<file path="config.mk">
export PLATFORM = sky130hd
export DESIGN_NAME = counter_access_port_flat
export DESIGN_NICKNAME = d
export VERILOG_FILES = /design/src/rtl/counter_access_port_if.sv /design/src/rtl/counter_access_port.sv /design/src/flat_wrapper.sv
export SDC_FILE = /design/constraint.sdc
export NUM_CORES = 1
export LEC_CHECK = 0
export ABC_AREA = 1
export CORE_MARGIN = 5
export CORE_UTILIZATION = 50
export DETAILED_ROUTE_END_ITERATION = 12
export MAX_ROUTING_LAYER = met4
export PLACE_DENSITY_LB_ADDON = 0.08
export SKIP_CTS_REPAIR_TIMING = 1
export SLEW_MARGIN = 20
export SYNTH_ARGS = -nofsm -noshare
export SYNTH_HDL_FRONTEND = slang
export SYNTH_SLANG_ARGS = --single-unit
</file>
<file path="constraint.sdc">
create_clock -name clk -period 2.05 [get_ports clk]
set_clock_uncertainty 0.05 [all_clocks]
set_input_delay 0.41 -clock clk [delete_from_list [all_inputs] [get_ports clk]]
set_output_delay 0.41 -clock clk [all_outputs]
set_load 0.01 [all_outputs]
</file>
<file path="src/rtl/counter_access_port_if.sv">
// counter_access_port_if
//   CPU-side bus of one 8254 counter channel: write/read strobes, write data,
//   and registered read data.
//   Modports:
//     master - CPU side: drives cw_wr, data_wr, data_rd, din; reads dout
//     slave  - channel side: reads the strobes and din; drives dout
interface counter_access_port_if;
    logic       cw_wr;    // din is a control word for this channel
    logic       data_wr;  // din is a count byte
    logic       data_rd;  // read one count byte
    logic [7:0] din;
    logic [7:0] dout;

    modport master (output cw_wr, data_wr, data_rd, din, input dout);
    modport slave  (input cw_wr, data_wr, data_rd, din, output dout);
endinterface

</file>
<file path="src/rtl/counter_access_port.sv">
// counter_access_port
//   Bus-side access logic for one 8254 counter channel. Decodes control
//   words (RW field and latch command), assembles count-byte writes into a
//   16-bit count with a one-cycle load pulse, and returns live or latched
//   count bytes according to the programmed RW mode.
//
//   Ports:
//     clk, rst       clock; synchronous active-low reset
//     bus            counter_access_port_if.slave (strobes, din, dout)
//     current_count  live count from the counter core
//     load           one-cycle pulse to the core
//     new_count      assembled count, held after the load pulse
//     rw_mode        current RW access mode
//     count_hold     (only with COUNT_WRITE_HOLD_EN) freezes the core
//                    between the two bytes of a mode-11 write
//
//   Optional feature macro: COUNT_WRITE_HOLD_EN
module counter_access_port #(
    parameter logic [1:0] RESET_RW = 2'b11
) (
    input  logic                   clk,
    input  logic                   rst,
    counter_access_port_if.slave   bus,
    input  logic [15:0]            current_count,
    output logic                   load,
    output logic [15:0]            new_count,
    output logic [1:0]             rw_mode
`ifdef COUNT_WRITE_HOLD_EN
    ,
    output logic                   count_hold
`endif
);

    localparam logic [1:0] RW_LSB  = 2'b01;
    localparam logic [1:0] RW_MSB  = 2'b10;
    localparam logic [1:0] RW_BOTH = 2'b11;

    logic        wr_ptr;     // 0: next byte is LSB, 1: next byte is MSB
    logic        rd_ptr;
    logic [7:0]  lsb_hold;
    logic        latched;
    logic [15:0] latch_reg;

    logic [1:0]  rw_field;
    logic [15:0] rd_src;
    logic        rd_hi;
    logic        rd_last;
    logic        latched_after_rd;

    always_comb begin
        rw_field = bus.din[5:4];
        rd_src   = latched ? latch_reg : current_count;
        rd_hi    = (rw_mode == RW_MSB) || ((rw_mode == RW_BOTH) && rd_ptr);
        // The read that returns the final byte of the mode consumes the latch.
        rd_last  = (rw_mode != RW_BOTH) || rd_ptr;
        // A simultaneous latch command sees the flag as left by the read.
        latched_after_rd = latched && !(bus.data_rd && rd_last);
    end

    always_ff @(posedge clk) begin
        if (!rst) begin
            rw_mode   <= RESET_RW;
            bus.dout  <= 8'h00;
            load      <= 1'b0;
            new_count <= 16'h0000;
            wr_ptr    <= 1'b0;
            rd_ptr    <= 1'b0;
            lsb_hold  <= 8'h00;
            latched   <= 1'b0;
            latch_reg <= 16'h0000;
        end else begin
            load <= 1'b0;

            // Read path runs on pre-command state; a control word in the
            // same cycle overrides the pointer/flag updates below.
            if (bus.data_rd) begin
                bus.dout <= rd_hi ? rd_src[15:8] : rd_src[7:0];
                if (rw_mode == RW_BOTH)
                    rd_ptr <= ~rd_ptr;
            end
            latched <= latched_after_rd;

            if (bus.cw_wr) begin
                if (rw_field != 2'b00) begin
                    rw_mode <= rw_field;
                    wr_ptr  <= 1'b0;  // discards a half-written count
                    rd_ptr  <= 1'b0;
                    latched <= 1'b0;
                end else if (!latched_after_rd) begin
                    latch_reg <= current_count;
                    latched   <= 1'b1;
                end
            end else if (bus.data_wr) begin
                case (rw_mode)
                    RW_LSB: begin
                        new_count <= {8'h00, bus.din};
                        load      <= 1'b1;
                    end
                    RW_MSB: begin
                        new_count <= {bus.din, 8'h00};
                        load      <= 1'b1;
                    end
                    default: begin
                        if (!wr_ptr) begin
                            lsb_hold <= bus.din;
                            wr_ptr   <= 1'b1;
                        end else begin
                            new_count <= {bus.din, lsb_hold};
                            wr_ptr    <= 1'b0;
                            load      <= 1'b1;
                        end
                    end
                endcase
            end
        end
    end

`ifdef COUNT_WRITE_HOLD_EN
    // wr_ptr is high exactly from the cycle after a mode-11 LSB write until
    // the MSB write edge (the load cycle), and is cleared by a mode-setting
    // control word or reset, which is the required hold window.
    assign count_hold = wr_ptr;
`endif

endmodule

</file>
<file path="src/flat_wrapper.sv">
// flat-port wrapper written by rule: the top's interface ports become plain ports
module counter_access_port_flat 
#(
    parameter logic [1:0] RESET_RW = 2'b11
)
  (clk, rst, current_count, load, new_count, rw_mode, bus_cw_wr, bus_data_wr, bus_data_rd, bus_din, bus_dout);
  counter_access_port_if bus_i ();
  input  logic clk;
  input  logic rst;
  input  logic [15:0] current_count;
  output logic load;
  output logic [15:0] new_count;
  output logic [1:0] rw_mode;
  input wire logic [$bits(bus_i.cw_wr)-1:0] bus_cw_wr;
  input wire logic [$bits(bus_i.data_wr)-1:0] bus_data_wr;
  input wire logic [$bits(bus_i.data_rd)-1:0] bus_data_rd;
  input wire logic [$bits(bus_i.din)-1:0] bus_din;
  output wire logic [$bits(bus_i.dout)-1:0] bus_dout;
  assign bus_i.cw_wr = bus_cw_wr;
  assign bus_i.data_wr = bus_data_wr;
  assign bus_i.data_rd = bus_data_rd;
  assign bus_i.din = bus_din;
  assign bus_dout = bus_i.dout;
  counter_access_port #(.RESET_RW(RESET_RW)) u_core (.clk(clk), .rst(rst), .bus(bus_i), .current_count(current_count), .load(load), .new_count(new_count), .rw_mode(rw_mode));
endmodule
</file>
==> flow_metrics.py <==
metrics = {
    "drt": {
        "drt_wl_total_um": 6174,
        "initialDrtViolationCount": 110,
        "drtAntennaViolNets": 0,
        "first_pass_iters": 4,
        "vias": 2426,
        "vias_per_cell": 4.982,
        "post-route-drc-count": 0,
        "post_drt_wl_per_cell_um": 12.68,
    },
    "worst_setup_path": {
        "r2r_slack_ps": 300,
        "critical_path.endpoint_type": "output pin",
        "critPathLaunch": "u_core.rw_mode[0]",
        "timing.rr.start": "u_core.rw_mode[0]",
        "timing.critical_path.to": "rw_mode[0]",
        "critical_path.max_stage_delay_ps": 580,
        "cp.required_ps": 1590,
        "crit_fanout": 6,
        "cp.depth": 1,
        "cpLargestDelayFamily": "buffers and inverters",
        "crit_slowest_cell": "sky130_fd_sc_hd__clkdlybuf4s50_1",
        "cp.arrival_ps": 1330,
        "crit_path_start_kind": "register",
        "worst_r2r_path_depth": 6,
        "cp_buf_inv_count": 1,
        "crit-reg2reg-capture": "u_core.new_count[0]",
        "crit_chain": "clkdlybuf4s50_1",
        "setup.worst_path.class": "register to output pin",
    },
    "clock_tree": {
        "cts_htree_levels": 2,
        "cts-root-buf": "sky130_fd_sc_hd__clkbuf_8",
        "clock_sink_count": 54,
        "cts_inserted_buffers": 5,
        "clk_pin_slew_worst_paths_ps": 90,
        "cts_tree": "built",
        "clkLatencyLatePin_ps": 300,
        "cts_buffer_depth": 2,
    },
    "timing": {
        "post_layout_minimum_cycle_time_ps": 1791,
        "setup_viol": 0,
        "fmax_ghz": 0.5584,
        "final_hold_viol_count": 0,
        "timing.final.crit_share_pct": 87.35,
        "setup_tns_ps": 0,
        "max-slew-margin-rel_pct": 64.44,
        "setup_repair_after_global_routing_missed_its_margin": "no",
        "transition_time_at_the_pin_with_the_least_slew_margin_ps": 532.6,
        "maxSlewViolCount": 0,
    },
    "place": {
        "detailedPlacementHpwl_um": 4539,
        "postPlaceCellArea_mm2": 0.003171,
        "placer_congestion_estimate": 0.7884,
        "buffer_ports.inserted": 55,
    },
    "finish": {
        "mostFrequentLayoutCell": "sky130_fd_sc_hd__nand2_1",
        "diodes": 0,
        "final_layout_size_suffix_gt1_share_pct": 13.33,
        "mostFrequentLayoutCells": "130 x sky130_fd_sc_hd__nand2_1, 55 x sky130_fd_sc_hd__clkdlybuf4s50_1, 54 x sky130_fd_sc_hd__dfxtp_1, 52 x sky130_fd_sc_hd__nor2_1, 24 x sky130_fd_sc_hd__o21ai_0",
        "areaGrowthSynthToFinish_pct": 30.15,
        "net_count_of_the_finished_layout": 453,
        "finish.instance_area_mm2": 0.003262,
        "layout.filler_cells": 450,
    },
    "synthesis": {
        "synth.ff_latch_count": 54,
        "synthDominantAreaCellType": "sky130_fd_sc_hd__dfxtp_1",
        "yosysSeqAreaShare_pct": 43.14,
        "number_of_warnings_reported_in_the_yosys_synthesis_log": 0,
        "synth.cell_area_mm2": 0.002506,
        "count_of_cell_types_in_the_netlist": 26,
        "syn_avg_cell_area_um2": 7.060,
        "synthesis.instances": 355,
        "synth.net_count": 389,
        "post_synth_main_area_contributors": "sky130_fd_sc_hd__dfxtp_1 43%, sky130_fd_sc_hd__nand2_1 19%, sky130_fd_sc_hd__nor2_1 7.8%",
        "synth_top_area_share_pct": 43.14,
    },
    "power_and_ir_drop": {
        "irDropWorstVdd_mv": 0.4600,
        "powerDensity_mw_per_mm2": 666.3,
        "leakage_nw": 1.409,
    },
    "global_route": {
        "antenna_found_initial": 0,
        "gr-usage-all-layers_pct": 20.63,
        "grt.overflow.total": 0,
        "grt_pass1_wl_um": 10210,
        "first_global_vias": 2239,
        "grt_start_max_net_pins": 19,
    },
    "die": {
        "pin_count": 56,
        "die_width_um": 80.80,
        "fp.dieH_um": 80.80,
        "num_rows": 25,
        "initial_core_util_pct": 52.37,
        "area_inside_the_core_boundary_mm2": 0.004786,
        "fp.dieArea_mm2": 0.006528,
    },
    "run": {
        "max_cap_viol_count": 0,
    },
    "worst_hold_path": {
        "hold_class": "register to register",
        "worstHoldStart": "u_core.wr_ptr",
        "worstHoldPathCells": 2,
    },
    "outcome": {
        "status": "finished, final reports clean",
    },
}
-- cell families (layout without fill, tap and decap cells) --
family          Yosys count  after routing  share of synthesized area [%]
buf+inv                  32             97                          6.490
fa+ha+maj                 5              5                          2.496
simple gates            208            208                          34.60
compound gates           56             56                          13.28
flops                    54             54                          43.14
-- per-layer routing --
layer | wire [um] | up-vias | GRT usage [%]
li1 | - | 1248 | -
met1 | 2758 | 1116 | 24.24
met2 | 3029 | 52 | 35.18
met3 | 283 | 10 | 4.324
met4 | 103 | 0 | 6.926
met5 | 0 | - | -
-- per-stage QoR --
step | utilization, % | std cells | hold WS (ps) | power [mW] | worst slack (ps)
2_1_floorplan | - | 355 | 389.0 | 1.395 | 319.7
3_3_place_gp | 66.25 | 479 | 400.6 | 1.575 | 209.4
3_5_place_dp | 66.25 | 479 | 402.7 | 1.581 | 147.2
4_1_cts | 68.16 | 487 | 416.8 | 2.183 | 250.8
5_1_grt | 68.16 | 487 | 441.8 | 2.281 | 192.3
6_report | 68.16 | 487 | 415.7 | 2.173 | 259.3
-- cell usage after synthesis --
| cell | instances |
|---|---|
| sky130_fd_sc_hd__buf_4 | 5 |
| sky130_fd_sc_hd__o21a_1 | 1 |
| sky130_fd_sc_hd__o21ai_1 | 1 |
| sky130_fd_sc_hd__nor3_1 | 1 |
| sky130_fd_sc_hd__o211ai_1 | 2 |
| sky130_fd_sc_hd__ha_1 | 5 |
| sky130_fd_sc_hd__inv_4 | 2 |
| sky130_fd_sc_hd__inv_1 | 9 |
| sky130_fd_sc_hd__clkinv_1 | 1 |
| sky130_fd_sc_hd__inv_2 | 6 |
| sky130_fd_sc_hd__nand3_2 | 8 |
| sky130_fd_sc_hd__a21oi_4 | 1 |
| sky130_fd_sc_hd__nand2_4 | 1 |
| sky130_fd_sc_hd__nand2_2 | 5 |
| sky130_fd_sc_hd__o21ai_0 | 24 |
| sky130_fd_sc_hd__nand2_1 | 130 |
| sky130_fd_sc_hd__buf_2 | 2 |
| sky130_fd_sc_hd__nor2_1 | 52 |
| sky130_fd_sc_hd__nand3_1 | 10 |
| sky130_fd_sc_hd__o21ai_2 | 9 |
| sky130_fd_sc_hd__nor2_2 | 1 |
| sky130_fd_sc_hd__a21oi_1 | 18 |
| sky130_fd_sc_hd__buf_6 | 2 |
| sky130_fd_sc_hd__clkbuf_1 | 4 |
| sky130_fd_sc_hd__dfxtp_1 | 54 |
| sky130_fd_sc_hd__clkbuf_2 | 1 |
-- cell type report --
cell class	count	area, um2	area share, %
Clock buffer	7	86.33	2.647
Clock inverter	1	5.005	0.1534
Inverter	18	72.57	2.225
Multi-Input combinational cell	269	1262	38.70
Sequential cell	54	1081	33.14
Tap cell	67	83.83	2.570
Timing Repair Buffer	71	670.6	20.56
-- where the power goes --
| part | internal [mW] | switching (mW) | total (mW) |
|---|---|---|---|
| Combinational | 0.190 | 0.230 | 0.419 |
| Clock | 0.274 | 0.343 | 0.617 |
| Sequential | 1.10 | 0.0336 | 1.14 |
-- how the worst min path moves through the flow --
stage	end	slack [ps]
after floorplan	u_core.wr_ptr	390
after global placement	u_core.wr_ptr	400
after detailed placement	u_core.wr_ptr	400
after CTS	u_core.wr_ptr	420
after global routing	u_core.bus.dout[7]	440
final	u_core.wr_ptr	420
Note: power is estimated with default switching activity, not from simulation.
